### src/rtl/pc_sequencer_pkg.sv
// pc_sequencer_pkg -- opcodes, state encoding and instruction field positions.
// Revision 1.0
`default_nettype none

package pc_sequencer_pkg;

  typedef enum logic [2:0] {
    ST_IDLE    = 3'd0,
    ST_FETCH   = 3'd1,
    ST_DECODE  = 3'd2,
    ST_OPERAND = 3'd3,
    ST_JUMP    = 3'd4,
    ST_HALT    = 3'd5
  } seq_state_t;

  localparam logic [3:0] OP_NOP  = 4'h0;
  localparam logic [3:0] OP_JMP  = 4'h1;
  localparam logic [3:0] OP_BR   = 4'h2;
  localparam logic [3:0] OP_BZ   = 4'h3;
  localparam logic [3:0] OP_HALT = 4'hF;

  localparam int OPC_MSB = 7;
  localparam int OPC_LSB = 4;
  localparam int OPD_MSB = 3;
  localparam int OPD_LSB = 0;

  function automatic logic [3:0] opcode_of(input logic [7:0] byte_in);
    return byte_in[OPC_MSB:OPC_LSB];
  endfunction

  function automatic logic [3:0] operand_of(input logic [7:0] byte_in);
    return byte_in[OPD_MSB:OPD_LSB];
  endfunction

endpackage

`default_nettype wire

### src/rtl/pc_instr_decode.sv
// pc_instr_decode -- classifies the held instruction into the PC action taken in DECODE.
// Revision 1.0
`default_nettype none

module pc_instr_decode
  import pc_sequencer_pkg::*;
(
  input  logic [7:0] ir,
  input  logic       zero_flag,
  output logic       is_jmp,
  output logic       is_rel_taken,
  output logic       is_halt,
  output logic       is_inc
);

  // is_inc also covers JMP, whose first byte advances the PC to the operand.
  always_comb begin
    is_jmp       = 1'b0;
    is_rel_taken = 1'b0;
    is_halt      = 1'b0;
    is_inc       = 1'b0;
    case (opcode_of(ir))
      OP_NOP:  is_inc = 1'b1;
      OP_JMP: begin
        is_jmp = 1'b1;
        is_inc = 1'b1;
      end
      OP_BR:   is_rel_taken = 1'b1;
      OP_BZ: begin
        is_rel_taken = zero_flag;
        is_inc       = ~zero_flag;
      end
      OP_HALT: is_halt = 1'b1;
      default: is_inc = 1'b1;
    endcase
  end

endmodule

`default_nettype wire

### src/rtl/pc_sequencer.sv
// pc_sequencer -- fetch/decode sequencer producing IncPC/LoadPC controls for a program counter.
// Revision 1.0
`default_nettype none

module pc_sequencer
  import pc_sequencer_pkg::*;
(
  input  logic       CLK,
  input  logic       CLB,
  input  logic       run,
  input  logic [7:0] instr,
  input  logic       instr_valid,
  input  logic       zero_flag,
  output logic       fetch_req,
  output logic       IncPC,
  output logic       LoadPC,
  output logic       SelPC,
  output logic [7:0] A,
  output logic [3:0] B,
  output logic       halted
);

  seq_state_t state, state_nxt, resume_st;
  logic [7:0] ir, target;
  logic       sel_q;
  logic [7:0] a_q;
  logic [3:0] b_q;
  logic       is_jmp, is_rel_taken, is_halt, is_inc;

  pc_instr_decode u_decode (
    .ir           (ir),
    .zero_flag    (zero_flag),
    .is_jmp       (is_jmp),
    .is_rel_taken (is_rel_taken),
    .is_halt      (is_halt),
    .is_inc       (is_inc)
  );

  // Every instruction boundary parks in IDLE when run is low.
  assign resume_st = run ? ST_FETCH : ST_IDLE;
  assign fetch_req = (state == ST_FETCH) || (state == ST_OPERAND);
  assign halted    = (state == ST_HALT);

  always_comb begin
    state_nxt = state;
    IncPC     = 1'b0;
    LoadPC    = 1'b0;
    SelPC     = sel_q;
    A         = a_q;
    B         = b_q;
    case (state)
      ST_IDLE:    if (run) state_nxt = ST_FETCH;
      ST_FETCH:   if (instr_valid) state_nxt = ST_DECODE;
      ST_DECODE: begin
        if (is_halt) begin
          state_nxt = ST_HALT;
        end else if (is_rel_taken) begin
          LoadPC    = 1'b1;
          SelPC     = 1'b0;
          B         = operand_of(ir);
          state_nxt = resume_st;
        end else begin
          IncPC     = is_inc;
          state_nxt = is_jmp ? ST_OPERAND : resume_st;
        end
      end
      ST_OPERAND: if (instr_valid) state_nxt = ST_JUMP;
      ST_JUMP: begin
        LoadPC    = 1'b1;
        SelPC     = 1'b1;
        A         = target;
        state_nxt = resume_st;
      end
      ST_HALT:    state_nxt = ST_HALT;
      default:    state_nxt = ST_IDLE;
    endcase
  end

  always_ff @(posedge CLK or negedge CLB) begin
    if (!CLB) begin
      state  <= ST_IDLE;
      ir     <= 8'h00;
      target <= 8'h00;
      sel_q  <= 1'b0;
      a_q    <= 8'h00;
      b_q    <= 4'h0;
    end else begin
      state <= state_nxt;
      if (state == ST_FETCH && instr_valid) ir <= instr;
      if (state == ST_OPERAND && instr_valid) target <= instr;
      if (LoadPC) begin
        sel_q <= SelPC;
        a_q   <= A;
        b_q   <= B;
      end
    end
  end

endmodule

`default_nettype wire
### config.mk
export PLATFORM = sky130hd
export DESIGN_NAME = pc_sequencer
export DESIGN_NICKNAME = d
export VERILOG_FILES = /design/src/rtl/pc_sequencer_pkg.sv /design/src/rtl/pc_instr_decode.sv /design/src/rtl/pc_sequencer.sv
export SDC_FILE = /design/constraint.sdc
export NUM_CORES = 1
export LEC_CHECK = 0
export BUFFER_PORTS_ARGS = -buffer_cell sky130_fd_sc_hd__buf_2
export CAP_MARGIN = 0
export CORE_ASPECT_RATIO = 1.75
export CORE_MARGIN = 1
export CORE_UTILIZATION = 40
export CTS_CLUSTER_DIAMETER = 150
export DETAILED_ROUTE_END_ITERATION = 8
export GPL_TIMING_DRIVEN = 0
export PLACE_DENSITY = 0.69
export SETUP_SLACK_MARGIN = 0.05
export SYNTH_ARGS = -nofsm -noshare
export SYNTH_HDL_FRONTEND = slang
export SYNTH_HIERARCHICAL = 1
export SYNTH_SLANG_ARGS = --single-unit
### constraint.sdc
create_clock -name CLK -period 5.4 [get_ports CLK]
set_input_delay 0.81 -clock CLK [delete_from_list [all_inputs] [get_ports CLK]]
set_output_delay 0.81 -clock CLK [all_outputs]
set_load 0.02 [all_outputs]
; ---- After elaboration in Yosys (flattened, before gate mapping)
; Index checks and enable logic that the tools add are counted.
[classes]
mul = 0
n_lt_le_gt_ge = 0
div = 0
shifts = 0
n_bitwise = 1
n_reduce_logical = 6
eq_ne = 12
n_addsub = 0
muxes = 25
[ops]
columns = cell, n
row1 = $pmux W3 S6, 1
row2 = $mux W3, 4
row3 = $mux W4, 3
row4 = $mux W1, 10
row5 = $eq A4 B2 Y1 const B, 2
row6 = $mux W8, 1
row7 = $pmux W1 S2, 4
row8 = $eq A3 B2 Y1 const B, 2
row9 = $eq A3 B3 Y1 const B, 2
row10 = $ne A2 B2 Y1 const B, 3
row11 = $eq A4 B1 Y1 const B, 1
row12 = $eq A4 B4 Y1 const B, 1
row13 = $mux W2, 2
row14 = $eq A3 B1 Y1 const B, 1
row15 = $logic_not A3 Y1, 1
row16 = $reduce_and A3 Y1, 1
row17 = $logic_and A1 B1 Y1, 2
row18 = $reduce_or A2 Y1, 1
row19 = $logic_or A1 B1 Y1, 1
row20 = $not A1 Y1, 1
[word_totals]
latch_bits = 0
n_memories = 0
wordCells = 50
in_bits = 13
reg_bits = 32
ramBits = 0
mem_bits_ro = 0

; ---- Logic depth before layout (Yosys ltp)
; Gate-level depths: netlist of the first run.
[depth]
word_depth = 6
ltp_mapped = 6
ltp_nobuf = 6

; ---- By module
; Netlist of the first run, hierarchy kept.
[modules_own_cells]
columns = module, instances, seq_area_each_um2, cells_per_inst, area_each_um2
row1 = pc_sequencer, 1, 800.8, 103, 1559.0
row2 = pc_instr_decode, 1, 0.0, 7, 48.8

; ---- Worst setup path before layout of the first run
; OpenSTA, ideal clock, no wires.
[synth_timing]
path_type = in2out
start = in zero_flag
end = out B[0]
path_stages = 6
arrival_ns = 1.772
slack_ns = 2.818
path_buffers = 1
required_ns = 4.590
path_cell_list = inv_1 a211oi_2 and2_1 nand2_1 buf_6 mux2_4
[synth_between]
elab_chain_cells = 4
[synth_lines]
columns = element, line_no
row1 = "start, declared", pc_sequencer.sv:13  ; input logic zero_flag,
row2 = $pmux W1 S2, pc_instr_decode.sv:22  ; case (opcode_of(ir))
row3 = via is_rel_taken, pc_sequencer.sv:28  ; logic is_jmp, is_rel_taken, is_halt, is_inc;
row4 = $mux W4, pc_sequencer.sv:57  ; end else if (is_rel_taken) begin
row5 = $mux W4, pc_sequencer.sv:55  ; if (is_halt) begin
row6 = $mux W4, pc_sequencer.sv:51  ; case (state)
row7 = "end, declared", pc_sequencer.sv:19  ; output logic [3:0] B,
; The timed path passes the listed nets, and every way through them passes these cells.

; ---- Worst setup path after layout of the first run
[layout_timing]
start = reg ir[6]
end = out B[1]
[layout_between]
word_cells_on_any_way = 8
cone_classes = eq/ne: 3 / mux: 5
[layout_rtl]
columns = element, line_no
row1 = "start, declared", pc_sequencer.sv:24  ; logic [7:0] ir, target;
row2 = "start signal, assigned", pc_sequencer.sv:89  ; if (state == ST_FETCH && instr_valid) ir <= instr;
row3 = $eq A4 B4 Y1, pc_instr_decode.sv:22
row4 = $mux W1, pc_instr_decode.sv:22
row5 = via is_halt, pc_sequencer.sv:28
row6 = $mux W4, pc_sequencer.sv:55
row7 = $mux W4, pc_sequencer.sv:51
; The timed path passes the listed nets, and every way through them passes these cells.

==> flow_summary.toml, run 1 <==
[outcome]
status = "finished clean"

[power_and_ir_drop]
power_per_cell_area_nw_per_um2 = 583.7
power_frac_comb_pct = 44.2
p_sw_share_pct = 34.18
netSwitchingPower_w = 0.0003797
irDropWorstVdd_mv = 0.2381
static-leakage-power_nw = 0.9380
reg_power_share_pct = 39.4
power_frac_clock_pct = 16.4
pint_w = 0.0007312

[cells_and_area]
final_layout_size_suffix_gt1_share_pct = 54.42
insertedDiodeCount = 0
area_growth_syn_to_layout_pct = 18.37
commonest_non_fill_non_tap_cells_in_the_layout = "32 x sky130_fd_sc_hd__dfrtp_1, 29 x sky130_fd_sc_hd__buf_2, 18 x sky130_fd_sc_hd__mux2_2"
fillers = 348
fin_area_um2 = 1903
layoutNonFillerInstCount = 195
fin_util_pct = 49.22
final_common_cell = "sky130_fd_sc_hd__dfrtp_1"
nNetsFinal = 159

[logic_synthesis]
ys_warn_count = 6
postSynthRegisterBits = 32
post_synth_instance_area_um2 = 1608
synthFlopType = "sky130_fd_sc_hd__dfrtp_1"
ys_async_sr_fraction_pct = 100.0
syn-num-nets = 123
average_size_of_a_mapped_cell_um2 = 14.62
post_syn_instances = 110
yosysUniqueCellTypes = 28
synth_enable_flop_cells = 0
yosysSeqAreaShare_pct = 49.81

[grt]
busiest_layer = "met2"
grt_overflow = 0
grt_first_pass_wirelength_um = 4685
grt_use_met3_pct = 4.610
antenna_found_initial = 0
globalRouteMet1Util_pct = 17.20
grt_pass1_vias = 978
globalRouteMet2Util_pct = 24.94
pin_count_of_the_biggest_net_entering_global_routing = 33
grtUsageTotal_pct = 14.96

[worst_setup_path]
critPathTopFamily = "simple AND/OR/NAND/NOR gates"
worst-setup-path-type = "reg2out"
start_kind = "flip-flop"
worstSetupPathDepth = 7
worst_path_max_delay_cell = "sky130_fd_sc_hd__dfrtp_1"
timing.critical_path.cells = "and3_1 -> and2_1 -> nor4b_4 -> nand2_1 -> buf_6 -> mux2_4 -> buf_2"
worst_r2r_endpoint = "b_q[1]$_DFFE_PN0P_"
r2r.worst_path.cells = 6
cp_num_buf_inv = 2
critPathArrivalTime_ps = 2140
crit-reg2reg-launch = "ir[6]$_DFFE_PN0P_"
rrSetupSlack_ps = 3570
timing.critical_path.fanout_max = 10
cp_data_required_time_ps = 4590
cpPeakStageDelay_ps = 410
timing.critical_path.to_type = "output port"
worst_setup_path_startpoint = "ir[6]$_DFFE_PN0P_"

[timing]
final_clock_skew_ps = 3.212
totalNegativeSetupSlack_ps = 0
finalMaxSlewViolations = 0
max-slew-margin-rel_pct = 54.00
tightest_slew_ps = 690.0
timing.final.crit_share_pct = 54.69
rsz0062_at_grt = "false"
finalHoldViolations = 0
post-route-min-period_ps = 2954
finalSetupViolations = 0
hold_slack_ps = 487.3
timing.fmax_mhz = 338.6

[flow_run]
maxCapViolCount = 0

[cts]
cts-root-buf = "sky130_fd_sc_hd__clkbuf_8"
postCtsResizedCells = 0
cts_hold_repair.buffers = 0
number_of_buffers_created_by_cts = 5
clock_slew_seen_by_the_registers_of_the_worst_setup_and_hold_paths_ps = 60
post-cts-setup-buffer-count = 0
clkLatencyLatePin_ps = 270
clk_path_buf_depth = 2
clock-sinks = 32
cts_tree = "done"
htree_levels = 2

[placement]
numPlacedInstances = 187
port_buffers = 29
gpl.final_weighted_congestion = 0.7434
post-dp-hpwl_um = 2089
placedInstanceArea_um2 = 1813

[die]
core_region_area_um2 = 3866
start_util_pct = 41.59
io-pin-count = 30
dieArea_um2 = 4287
die_w_um = 49.93
fp-row-count = 30
die_height_um = 85.87

[route]
post_drt_via_cell_ratio = 5.015
ant_nets = 0
drtIter0Drc = 20
post-route-drc-count = 0
num_vias = 978
drtPass1Iterations = 4
detail_route.wirelength_um = 2778
routedWlPerCell_um = 14.25

[hold_path]
hold_depth = 1
min_path_type = "reg2reg"
min-delay-start = "sel_q$_DFFE_PN0P_"
hold_path_end = "sel_q$_DFFE_PN0P_"
[cells in the mapped netlist, drive strengths merged (2+ instances only)]
master	instances	share of area, %
mux2	40	32
dfrtp	32	50
buf	6	4.0
nand2	4	1.1
nor2	4	0.93
a21o	3	1.4
and2	2	0.78
and3b	2	1.2
nand2b	2	0.78
nor2b	2	1.2
nor4b	2	2.0
o21ai	2	0.62
[how the worst max path moves through the flow]
stage,to
floorplan,B[0]
global placement,B[0]
detailed placement,B[1]
CTS,B[1]
global route,B[1]
finish,B[1]
[area by class of cell]
cell class                      instances  area [um2]  area share [%]
Clock buffer                            8       90.09           4.734
Timing Repair Buffer                   29       145.1           7.627
Multi-Input combinational cell         71       739.5           38.86
Inverter                                1       3.754          0.1972
Tap cell                               48       60.06           3.156
Sequential cell                        32       800.8           42.08
Buffer                                  6       63.81           3.353
[flip-flops by register name, indices dropped and copies added (netlist names)]
name    count
ir          8
a_q         8
target      8
state       3
b_q         4
sel_q       1
[metal layers]
metal  wire length (um)  share of wire (%)
met3                107                3.9
met4                 60                2.2
met2               1507                 54
met5                  0                  0
met1               1103                 40
[power by group through the flow]
stage / Clock, W / Combinational, W / Sequential, W
floorplan: 0 / 0.000399 / 0.000414
global placement: 0 / 0.000484 / 0.000427
detailed placement: 0 / 0.000497 / 0.000442
CTS: 0.000189 / 0.000500 / 0.000438
global route: 0.000201 / 0.000528 / 0.000454
finish: 0.000182 / 0.000491 / 0.000437
[kinds of logic after synthesis]
logic type      Yosys count  share of synthesized area (%)
mux                      41                          32.14
simple gates             21                          9.650
compound gates            9                          4.202
buf+inv                   7                          4.202
flops                    32                          49.81
[stage by stage]
step                      setup WS [ps]   power, W
final                              2446   0.001111
after floorplan                    2818  0.0008130
after global routing               2318   0.001182
after global placement             2544  0.0009112
after detailed placement           2477  0.0009393
after CTS                          2415   0.001126
Power figures use the tool's default switching activity.
==> inputs of run 2 (changes only) <==
Settings changed: PLACE_DENSITY 0.69 to 0.71.
Clock period 5.4 ns to 2.6 ns, I/O delays scaled along.
==> run 2 against run 1 <==
  * Wire length increased by 4.7%
  * Via count up 1.5%
  * Setup slack worse by 2300 ps
  * Sequential power increased by 110%
  * Power is 110% higher
  * Critical path depth unchanged
  * Count of clock-buffer cells in the layout shrank 3
  * Critical endpoint unchanged
  * Largest power group unchanged
==> flow_summary.toml, run 2 (synthesis gave the netlist of run 1 again) <==
[outcome]
status = "finished clean"

[cts]
clock_slew_seen_by_the_registers_of_the_worst_setup_and_hold_paths_ps = 70
cts-root-buf = "sky130_fd_sc_hd__clkbuf_8"
htree_levels = 2
number_of_buffers_created_by_cts = 5
clk_path_buf_depth = 2
clkLatencyLatePin_ps = 280
clock-sinks = 32
cts_tree = "done"

[route]
num_vias = 993
post_drt_via_cell_ratio = 4.940
post-route-drc-count = 0
drtPass1Iterations = 4
routedWlPerCell_um = 14.47
detail_route.wirelength_um = 2909
drtIter0Drc = 7
ant_nets = 0

[timing]
finalHoldViolations = 0
finalSetupViolations = 0
timing.fmax_mhz = 407.3
rsz0062_at_grt = "true"
max-slew-margin-rel_pct = 52.82
tightest_slew_ps = 707.7
finalMaxSlewViolations = 0
hold_slack_ps = 155.6
post-route-min-period_ps = 2455
final_clock_skew_ps = 7.459
totalNegativeSetupSlack_ps = 0
timing.final.crit_share_pct = 94.42

[die]
die_w_um = 49.93
dieArea_um2 = 4287
fp-row-count = 30
start_util_pct = 41.59
io-pin-count = 30
core_region_area_um2 = 3866
die_height_um = 85.87

[cells_and_area]
seqCellArea_um2 = 800.8
fillers = 342
nNetsFinal = 166
final_common_cell = "sky130_fd_sc_hd__dfrtp_1"
insertedDiodeCount = 0
final_layout_size_suffix_gt1_share_pct = 59.48
fin_area_um2 = 1983
largest_registers = "a_q: 8 flops, ir: 8 flops, target: 8 flops"
area_growth_syn_to_layout_pct = 23.35
fin_util_pct = 51.29
commonest_non_fill_non_tap_cells_in_the_layout = "32 x sky130_fd_sc_hd__dfrtp_1, 27 x sky130_fd_sc_hd__buf_2, 18 x sky130_fd_sc_hd__mux2_2"
area_used_by_multi_input_combinational_logic_um2 = 749.5

[placement]
placedInstanceArea_um2 = 1813
post-dp-hpwl_um = 2059
gpl.final_weighted_congestion = 0.8015
port_buffers = 29

[worst_setup_path]
r2r.worst_path.cells = 7
worst_path_max_delay_cell = "sky130_fd_sc_hd__dfrtp_1"
critPathTopFamily = "simple AND/OR/NAND/NOR gates"
cp_data_required_time_ps = 2210
cp_num_buf_inv = 2
worst_r2r_endpoint = "b_q[2]$_DFFE_PN0P_"
crit-reg2reg-launch = "ir[6]$_DFFE_PN0P_"
worst-setup-path-type = "reg2out"
rrSetupSlack_ps = 690
timing.critical_path.to_type = "output port"
timing.critical_path.fanout_max = 5
start_kind = "flip-flop"
critPathArrivalTime_ps = 2060
cpPeakStageDelay_ps = 410
timing.critical_path.cells = "and3_4 -> and2_4 -> nor4b_4 -> nand2_2 -> buf_8 -> mux2_4 -> buf_2"

[power_and_ir_drop]
static-leakage-power_nw = 0.9782
power_per_cell_area_nw_per_um2 = 1199
irDropWorstVdd_mv = 0.5515

[hold_path]
min_path_type = "in2async"

[grt]
grtUsageTotal_pct = 14.88
antenna_found_initial = 0
grt_pass1_vias = 1015
grt_first_pass_wirelength_um = 4616
grt_overflow = 0
pin_count_of_the_biggest_net_entering_global_routing = 33

[flow_run]
maxCapViolCount = 0
[run 2: per-stage QoR]
step / total power [W] / worst slack, ps / std cells
floorplan: 0.001689 / 599.1 / 110
global placement: 0.001893 / 395.8 / 187
detailed placement: 0.001948 / 383.8 / 187
CTS: 0.002315 / 67.85 / 194
global route: 0.002530 / 33.68 / 201
finish: 0.002378 / 145.1 / 201
[run 2: per-layer routing]
metal  global-route usage [%]  up-vias  wire (um)
li1                         -      475          -
met1                    15.23      493       1092
met2                    25.92       20       1645
met3                    4.787        5        110
met4                    8.571        0         61
met5                        0        -          0
[run 2: where the power goes]
group | total, W | internal, W | switching, W
clock | 0.000363 | 0.000181 | 0.000182
sequential | 0.000902 | 0.000739 | 0.000163
combinational | 0.00111 | 0.000633 | 0.000480
[run 2: worst max path at each step]
stage	startpoint	to	slack, ps	cells after the start
after floorplan	ir[6]$_DFFE_PN0P_	B[0]	600	6
after global placement	ir[6]$_DFFE_PN0P_	B[1]	400	7
after detailed placement	ir[6]$_DFFE_PN0P_	B[1]	380	7
after CTS	ir[6]$_DFFE_PN0P_	B[1]	70	7
after global routing	ir[6]$_DFFE_PN0P_	B[0]	30	7
final	ir[6]$_DFFE_PN0P_	B[1]	150	7
[run 2: worst reg2reg max path: cells and delay by family, from the launching register on]
| kind | cells | cell delay, ps |
|---|---|---|
| and+or+nand+nor | 4 | 780 |
| DFF | 1 | 410 |
| buffers and inverters | 2 | 310 |
| muxes | 1 | 290 |
[run 2: timing repair]
| item | 4_1_cts | 5_1_grt |
|---|---|---|
| hold buffers | 0 | 0 |
| setup buffers | 0 | 6 |
| resized for setup | 0 | 7 |
| setup endpoints to repair | 0 | 4 |
[run 2: layout make-up]
cell class	instances	area share, %
Buffer	6	3.407
Multi-Input combinational cell	71	37.79
Clock inverter	2	0.6309
Sequential cell	32	40.38
Clock buffer	5	3.470
Tap cell	48	3.028
Inverter	1	0.1893
Timing Repair Buffer	36	11.10
